**config.mk**
```make
export PLATFORM = sky130hd
export DESIGN_NAME = uart_line_receiver
export DESIGN_NICKNAME = d
export VERILOG_FILES = /design/src/rtl/uart_line_receiver.sv
export SDC_FILE = /design/constraint.sdc
export NUM_CORES = 1
export LEC_CHECK = 0
export ABC_CLOCK_PERIOD_IN_PS = 5600
export CAP_MARGIN = 20
export CORE_MARGIN = 2
export CORE_UTILIZATION = 60
export DETAILED_ROUTE_END_ITERATION = 8
export GPL_TIMING_DRIVEN = 0
export HOLD_SLACK_MARGIN = 0.1
export MAX_ROUTING_LAYER = met4
export PLACE_DENSITY = 0.84
export SYNTH_ARGS = -nofsm -noshare
export SYNTH_HDL_FRONTEND = slang
export SYNTH_SLANG_ARGS = --single-unit
```
**constraint.sdc**
```tcl
create_clock -name clk -period 5.6 [get_ports clk]
set_input_delay 1.12 -clock clk [delete_from_list [all_inputs] [get_ports clk]]
set_output_delay 1.12 -clock clk [all_outputs]
set_load 0.05 [all_outputs]
```
**src/rtl/uart_line_receiver.sv**
```systemverilog
// rtl/uart_line_receiver.sv - assembles received bytes into terminated lines for a byte-wise reader
module uart_line_receiver #(
    parameter int MAX_LEN = 20,
    parameter int LEN_W = 5,
    parameter logic [7:0] TERM = 8'h0A
) (
    input  logic             clk,
    input  logic             rst,
    input  logic [7:0]       rx_byte,
    input  logic             received,
    input  logic             recv_error,
    input  logic             rd_en,
    input  logic             clr_flags,
    output logic             line_ready,
    output logic [LEN_W-1:0] line_len,
    output logic [7:0]       rd_data,
    output logic             overflow,
    output logic             overrun,
    output logic [7:0]       err_count
);

    localparam logic [1:0] S_COLLECT = 2'd0;
    localparam logic [1:0] S_DISCARD = 2'd1;
    localparam logic [1:0] S_READY   = 2'd2;

    localparam logic [LEN_W-1:0] MAX_LEN_C = LEN_W'(MAX_LEN);

    logic [1:0]       state;
    logic [LEN_W-1:0] count;
    logic [LEN_W-1:0] rd_ptr;
    logic [7:0]       buffer [MAX_LEN];

    logic byte_ev;
    logic is_term;
    logic store_byte;
    logic overflow_set;
    logic overrun_set;
    logic last_pop;

    assign byte_ev      = received && !recv_error;
    assign is_term      = (rx_byte == TERM);
    assign store_byte   = (state == S_COLLECT) && byte_ev && !is_term && (count < MAX_LEN_C);
    assign overflow_set = (state == S_COLLECT) && byte_ev && !is_term && (count == MAX_LEN_C);
    assign overrun_set  = (state == S_READY) && byte_ev;
    assign last_pop     = rd_en && (rd_ptr == line_len - LEN_W'(1));

    assign rd_data = buffer[rd_ptr];

    // Buffer contents are don't-care after reset, so it sits outside the reset domain
    always_ff @(posedge clk) begin
        if (store_byte) begin
            buffer[count] <= rx_byte;
        end
    end

    always_ff @(posedge clk or posedge rst) begin
        if (rst) begin
            state      <= S_COLLECT;
            count      <= '0;
            rd_ptr     <= '0;
            line_len   <= '0;
            line_ready <= 1'b0;
        end else begin
            case (state)
                S_COLLECT: begin
                    if (recv_error) begin
                        count <= '0;
                        state <= S_DISCARD;
                    end else if (received) begin
                        if (is_term) begin
                            if (count != '0) begin
                                line_len   <= count;
                                line_ready <= 1'b1;
                                rd_ptr     <= '0;
                                state      <= S_READY;
                            end
                        end else if (count < MAX_LEN_C) begin
                            count <= count + LEN_W'(1);
                        end else begin
                            state <= S_DISCARD;
                        end
                    end
                end
                S_DISCARD: begin
                    if (byte_ev && is_term) begin
                        count <= '0;
                        state <= S_COLLECT;
                    end
                end
                S_READY: begin
                    if (last_pop) begin
                        line_ready <= 1'b0;
                        line_len   <= '0;
                        rd_ptr     <= '0;
                        count      <= '0;
                        state      <= S_COLLECT;
                    end else if (rd_en) begin
                        rd_ptr <= rd_ptr + LEN_W'(1);
                    end
                end
                default: state <= S_COLLECT;
            endcase
        end
    end

    // A setting event in the same cycle as clr_flags takes priority
    always_ff @(posedge clk or posedge rst) begin
        if (rst) begin
            overflow  <= 1'b0;
            overrun   <= 1'b0;
            err_count <= 8'd0;
        end else begin
            if (overflow_set) begin
                overflow <= 1'b1;
            end else if (clr_flags) begin
                overflow <= 1'b0;
            end
            if (overrun_set) begin
                overrun <= 1'b1;
            end else if (clr_flags) begin
                overrun <= 1'b0;
            end
            if (recv_error) begin
                if (clr_flags) begin
                    err_count <= 8'd1;
                end else if (err_count != 8'hFF) begin
                    err_count <= err_count + 8'd1;
                end
            end else if (clr_flags) begin
                err_count <= 8'd0;
            end
        end
    end

endmodule

```
==> Implementation_results.wiki <==
{| class="wikitable"
! Metric !! Value
|-
| Final setup violation count || 0
|-
| Endpoint required time on the critical path || 4480 ps
|-
| Antenna diodes || 0
|-
| Final antenna-violating net count || 0
|-
| Cell row count || 42
|-
| Reg-to-reg endpoint || buffer[3][5]$_DFFE_PP_
|-
| Total Neg Setup Slack || 0 ps
|-
| Quantity of I/O buffers inserted on ports || 37
|-
| Number of global-route vias before repair || 4484
|-
| Leading cell type in the layout, fill and taps excluded || edfxtp_1
|-
| Area of the die || about 0.014 mm²
|-
| Cell family with the largest share of critical-path delay || multiplexers
|-
| CTS clk-pin slew, worst paths || about 70 ps
|-
| Count of buffering cells on the critical path with inverters included || 3
|-
| Top flip-flop cell by instance count after synthesis || edfxtp_1
|-
| Wire length per cell || ~26 µm
|-
| Vias post-DR || roughly 4500
|-
| Hold_ws || ~500 ps
|-
| Slew of the pin with the lowest slew margin || around 940 ps
|-
| Async set-reset flop share out of synthesis || 0.1489
|-
| Maximum level of the CTS H-tree || 4
|-
| Nets || approximately 530
|-
| Number of DRC markers after the initial detailed-route iteration || around 600
|-
| Area growth from synthesis to layout || 15.86%
|-
| Post-synth EDFFs || 160
|-
| Fill cell instance count of the final layout || 750
|-
| Mean cell area of the mapped netlist || 18.04 µm²
|-
| Cell area after synthesis || 0.008064 mm²
|-
| Clock insertion delay at the later pin of the skew report || approximately 430 ps
|-
| Warnings from Yosys || 0
|-
| Maximum operating frequency || 226.8 MHz
|-
| Clk root buf || clkbuf_16
|-
| CTS max path bufs || 2
|-
| Unique masters post-synth || 52
|-
| Maximum clock skew at final layout || roughly 7.0 ps
|-
| Critical path capture point || rd_data[2]
|-
| Max-cap violations || 0
|-
| Fin. Hold Viols || 0
|-
| Post-CTS repair timing setup buffer count || 0
|-
| Effective utilization at floorplan || 0.6114
|-
| TritonCTS clock tree || done
|-
| Signal arrival time at the worst endpoint || ~3300 ps
|-
| Cell count after synthesis || between 400 and 500
|-
| Max_slew headroom || 0.3733
|-
| Final worst setup slack || approximately 1200 ps
|-
| Count of hold buffers inserted by post-cts repair || 0
|-
| Overall routing resource usage || 0.2712
|-
| Unrepaired setup endpoints after global routing || false
|-
| Peak fanout along the critical path || 10
|-
| Leakage power || approximately 3.1 nW
|-
| Tightest Hold Check Type || reg2reg
|-
| Launching element type of the critical path || flip-flop
|-
| Global placer's final weighted congestion || between 0.9 and 1
|-
| Worst R2R Setup Slack || 2770 ps
|-
| Max-slew violation total from the final report || 0
|-
| Worst IR drop on VDD || ~0.00021 V
|-
| Slowest cell on crit path || clkdlybuf4s50_1
|-
| Worst-case setup slack after placement || about 1300 ps
|-
| Count of TritonRoute iterations in the first routing pass || 8
|-
| Chip Width || around 120 µm
|-
| Worst flop-to-flop path startpoint || state[1]$_DFFE_PP0P_
|-
| Placed wire-length estimate || 11360 µm
|-
| Wire length of the first global-routing pass || 27230 µm
|-
| Number of cells on the critical path || 6
|-
| Cell chain of the critical path || buf_6 > buf_8 > mux4_1 > mux4_2 > mux2_2 > clkdlybuf4s50_1
|-
| I/O pin total || 38
|-
| Sink count of the clock tree || 188
|-
| Commonest cells after routing, fill and taps aside || 160 x edfxtp_1, 37 x clkdlybuf4s50_1, 30 x nor2_1, 30 x mux4_2, 28 x dfrtp_1
|-
| Die outline height || about 120 µm
|-
| Placeable core region || about 0.013 mm²
|-
| Final global-route overflow total || 0
|-
| Kind of critical path || reg2out
|-
| Initial antenna violation count || 0
|-
| Share of layout cells above drive strength 1 || 0.1904
|-
| Sequential fraction of the synthesis area || 0.6827
|-
| PostCTS Resize Cnt || 0
|-
| Maximum cell stage delay along the critical path || approximately 700 ps
|-
| Origin of the worst setup path || rd_ptr[0]$_DFFE_PP0P_
|-
| Total wire length || between 15000 and 20000 µm
|-
| Number of register bits inferred by synthesis || 188
|-
| Status || completed
|-
| Cts bufs inserted || 17
|-
| Pwr dens || about 330 mW/mm²
|-
| Via density per instance || around 6.5
|-
| Clock period minus worst slack || ~4400 ps
|-
| Reg2Reg Depth || 7
|-
| Final period utilization || 0.7875
|-
| Maximum number of pins on one net before global-route repair || 29
|-
| Post-synth net total || roughly 470
|-
| DRC errors left || 0
|-
| Element type at the critical path end || output pin
|}
==> worst register-to-register path, cell delays in order, from the launching register on <==
cell	delay [ps]
dfrtp_1	410
inv_1	130
ha_1	250
nor2b_1	200
nand2_1	120
nor2_1	270
nand3_1	310
nor2_1	760
==> metal layers <==
metal,share of wire,global-route usage,up-vias
met5,0,-,-
met4,0.018,0.07132,0
met3,0.074,0.06321,33
met2,0.53,0.4489,234
met1,0.38,0.3429,2329
li1,-,-,1935
==> through the flow <==
stage | utilization | instance area (µm²) | power, W | std cells
2_1_floorplan | - | 8064 | 0.001735 | 447
3_3_place_gp | 0.6561 | 8655 | 0.001807 | 660
3_5_place_dp | 0.6586 | 8687 | 0.001825 | 663
4_1_cts | 0.7062 | 9315 | 0.003078 | 695
5_1_grt | 0.7083 | 9343 | 0.003153 | 696
6_report | 0.7083 | 9343 | 0.003080 | 696
==> how the worst min path moves through the flow <==
| stage | start | endpoint | slack (ps) | cells after the start |
|---|---|---|---|---|
| 2_1_floorplan | count[1]$_DFFE_PP0P_ | count[1]$_DFFE_PP0P_ | 540 | 2 |
| 3_3_place_gp | line_ready$_DFFE_PP0P_ | line_ready$_DFFE_PP0P_ | 460 | 1 |
| 4_1_cts | line_ready$_DFFE_PP0P_ | line_ready$_DFFE_PP0P_ | 490 | 1 |
| 6_report | line_ready$_DFFE_PP0P_ | line_ready$_DFFE_PP0P_ | 490 | 1 |
| 3_5_place_dp | line_ready$_DFFE_PP0P_ | line_ready$_DFFE_PP0P_ | 470 | 1 |
| 5_1_grt | line_ready$_DFFE_PP0P_ | line_ready$_DFFE_PP0P_ | 510 | 1 |
==> registers in the layout, summed over array words and instances (netlist names) <==
name,flops
line_len,5
state,2
overrun,1
err_count,8
buffer,160
overflow,1
count,5
rd_ptr,5
line_ready,1
==> kinds of logic (layout without fill, tap and decap cells) <==
| group | after synthesis | after routing | synth area share |
|---|---|---|---|
| AOI/OAI and AO/OA | 42 | 42 | 0.04003 |
| xor gates and xnor gates | 9 | 9 | 0.009776 |
| adders and majority gates | 11 | 11 | 0.01707 |
| buffers and inverters | 36 | 109 | 0.02576 |
| DFF | 188 | 188 | 0.6827 |
| muxes | 59 | 59 | 0.1575 |
| and+or+nand+nor | 102 | 102 | 0.06719 |
==> layout make-up <==
type,count,area (µm²),share of cell area
Clock inverter,11,167.7,0.01795
Multi-Input combinational cell,223,2364,0.2530
Tap cell,176,220.2,0.02357
Buffer,20,147.6,0.01580
Inverter,16,60.06,0.006428
Clock buffer,21,460.4,0.04928
Timing Repair Buffer,41,417.9,0.04473
Sequential cell,188,5505,0.5893
==> synthesized netlist by cell type, types with 5 or more instances <==
cell,instances,area [µm²]
nor2_1,30,112.6
a22o_1,6,52.55
edfxtp_1,160,4805
nand3_1,11,55.05
xnor2_1,6,52.55
mux4_1,18,473.0
mux4_2,30,675.7
buf_2,6,30.03
ha_1,11,137.6
mux2_2,9,101.4
nor3_1,6,30.03
dfrtp_1,28,700.7
clkbuf_1,5,18.77
inv_1,16,60.06
or4_1,5,37.54
nand2_1,19,71.32
a21oi_1,6,30.03
o21ai_0,9,45.04
==> report_power, final <==
| part | total (W) | switching, W | internal [W] |
|---|---|---|---|
| combinational | 0.000232 | 0.000152 | 0.0000796 |
| sequential | 0.00158 | 0.0000276 | 0.00155 |
| clock | 0.00127 | 0.000501 | 0.000771 |
Power figures use the tool's default switching activity.
==> patch (config.mk and constraints unchanged) <==
Compare `count` against `MAX_LEN_C` with >= in place of ==.
--- a/src/rtl/uart_line_receiver.sv
+++ b/src/rtl/uart_line_receiver.sv
@@ -42,3 +42,3 @@
     assign store_byte   = (state == S_COLLECT) && byte_ev && !is_term && (count < MAX_LEN_C);
-    assign overflow_set = (state == S_COLLECT) && byte_ev && !is_term && (count == MAX_LEN_C);
+    assign overflow_set = (state == S_COLLECT) && byte_ev && !is_term && (count >= MAX_LEN_C);
     assign overrun_set  = (state == S_READY) && byte_ev;
Formal check against the unedited RTL: no difference found for any inputs over 4 cycles, from zero or initial values and one cycle with rst high; that may be too few to reach the edited logic, so the function may still have changed.
==> patch against the original RTL <==
Sequential cell count stayed put. Cell area is 2.0% lower. Setup slack worse by 390 ps. Core utilization is 0.89 points lower. Total power is 4.9% higher. Wire length is 7.7% lower. Area after synthesis is 1.6% lower. Synthesized cell count is 0.22% lower.
==> patch: results (changes against the original RTL) <==
synth_ff_type: "edfxtp_1"  # unchanged
setup-violations-final: 0  # unchanged
p_int_mw: 2.44  # was 2.40 mW
async_flop_share_pct: 14.9  # unchanged
leakage_nw: 3.13  # was 3.11 nW
clk_pin_slew_worst_paths_ps: 70  # about the same
place_hpwl_um: 10500  # was 11400 um
h-tree-depth: 4  # unchanged
place_area_mm2: 0.00852  # was 0.00869 mm^2
gp_congestion: 0.829  # was 0.931
ys_top_cells_by_count: "edfxtp_1, mux4_2, nor2_1"  # unchanged
ir_drop_uv: 166  # was 213 uV
drive_gt1_share_pct: 20.2  # was 19.0%
numPortBuffers: 37  # unchanged
cts_inserted_buffers: 17  # unchanged
drt_iter0_markers: 502  # was 583
status: "finished clean"  # unchanged
ctsResizeCount: 0  # unchanged
placedCellCount: 659  # was 663
ys.warnings.count: 0  # unchanged
synth_edf_count: 160  # unchanged
worstPathArrival_ps: 3680  # was 3290 ps
slew_headroom_pct: 33.5  # was 37.3%
ys_seq_area_share_pct: 69.4  # was 68.3%
reg_top3: "buffer (160), err_count (8)"  # unchanged
track_usage_pct: 25.9  # was 27.1%
netlist_top_cells_area: "edfxtp_1, mux4_2, dfrtp_1"  # was edfxtp_1, dfrtp_1, mux4_2
final_cells: 692  # was 696
wl_um: 16500  # was 17800 um
vias: 4380  # was 4531
synth_cell_type_count: 54  # was 52
cts-root-buf: "clkbuf_16"  # unchanged
grt_pass1_wl_um: 25700  # was 27200 um
final_nets: 528  # was 532
hold_class: "reg2reg"  # unchanged
fin_worst_skew_ps: 7.59  # was 6.95 ps
avgSynthCellArea_um2: 17.8  # was 18.0 um^2
n_antenna_cell: 0  # unchanged
drt_pass1_iterations: 5  # was 8
syn-num-nets: 471  # was 472
grt_pass1_vias: 4469  # was 4484
antenna_found_initial: 0  # unchanged
## patch: cell count changes after synthesis, moves of 3 or more
cell      before  now
a21o_1         4    1
buf_1          0    4
clkbuf_1       5   11
mux4_1        18    0
mux4_2        30   48
o31ai_1        1    4
o41ai_1        0    3
or3b_2         3    0
## patch: worst max-delay path, cell delays in order (launching register included)
cell             delay, ps
dfrtp_1                360
buf_2                  230
buf_2                  400
buf_1                  630
mux4_2                 620
mux2_2                 300
clkdlybuf4s50_1        700
## patch: power by group through the flow
| stage | clock [mW] | combinational [mW] | sequential, mW |
|---|---|---|---|
| finish | 1.20 | 0.452 | 1.57 |
| global route | 1.26 | 0.487 | 1.58 |
| CTS | 1.21 | 0.450 | 1.57 |
| detailed placement | 0 | 0.442 | 1.60 |
| global placement | 0 | 0.426 | 1.60 |
| floorplan | 0 | 0.305 | 1.60 |
## patch: cell families (layout without fill, tap and decap cells)
logic type / Yosys count / after routing / synth area share (%)
buf+inv: 38 / 108 / 2.07
flops: 188 / 188 / 69.4
mux: 62 / 62 / 15.6
compound gates: 42 / 42 / 3.58
fa+ha+maj: 11 / 11 / 1.73
xor+xnor: 11 / 11 / 1.31
simple gates: 94 / 94 / 6.31
## patch: path summary, 6_finish.rpt
| check | start | end | slack [ps] | cells past startpoint |
|---|---|---|---|---|
| worst max-delay path | rd_ptr[0]$_DFFE_PP0P_ | rd_data[3] | 800 | 6 |
| worst min-delay path | line_ready$_DFFE_PP0P_ | line_ready$_DFFE_PP0P_ | 520 | 1 |
| worst max register to register | state[0]$_DFFE_PP0P_ | buffer[1][2]$_DFFE_PP_ | 2860 | 6 |
| worst min register to register | line_ready$_DFFE_PP0P_ | line_ready$_DFFE_PP0P_ | 520 | 1 |
| max in group asynchronous | rst | rd_ptr[2]$_DFFE_PP0P_ | 4250 | 3 |
| min in group asynchronous | rst | err_count[2]$_DFFE_PP0P_ | 930 | 2 |
## patch: metrics by stage
| stage | total power, mW | hold slack, ps | worst slack [ps] |
|---|---|---|---|
| after floorplan | 1.91 | 537 | 2220 |
| after global placement | 2.03 | 465 | 1230 |
| after detailed placement | 2.04 | 501 | 1220 |
| after CTS | 3.23 | 515 | 725 |
| after global routing | 3.33 | 540 | 576 |
| final | 3.23 | 515 | 798 |
## patch: layout make-up
type | count | area (um^2)
sequential | 188 | 5510
fill | 777 | 3930
multi-input combinational | 220 | 2260
clock buffer | 17 | 425
timing repair buffer | 38 | 398
tap | 176 | 220
clock inverter | 15 | 175
buffer | 22 | 104
inverter | 16 | 60.1
## patch: per-layer routing
metal / share of wire [%] / up-vias / GRT usage (%)
li1: - / 1884 / -
met1: 39 / 2237 / 33.7
met2: 52 / 228 / 42.1
met3: 6.9 / 31 / 4.17
met4: 1.9 / 0 / 9.90
met5: 0 / - / -
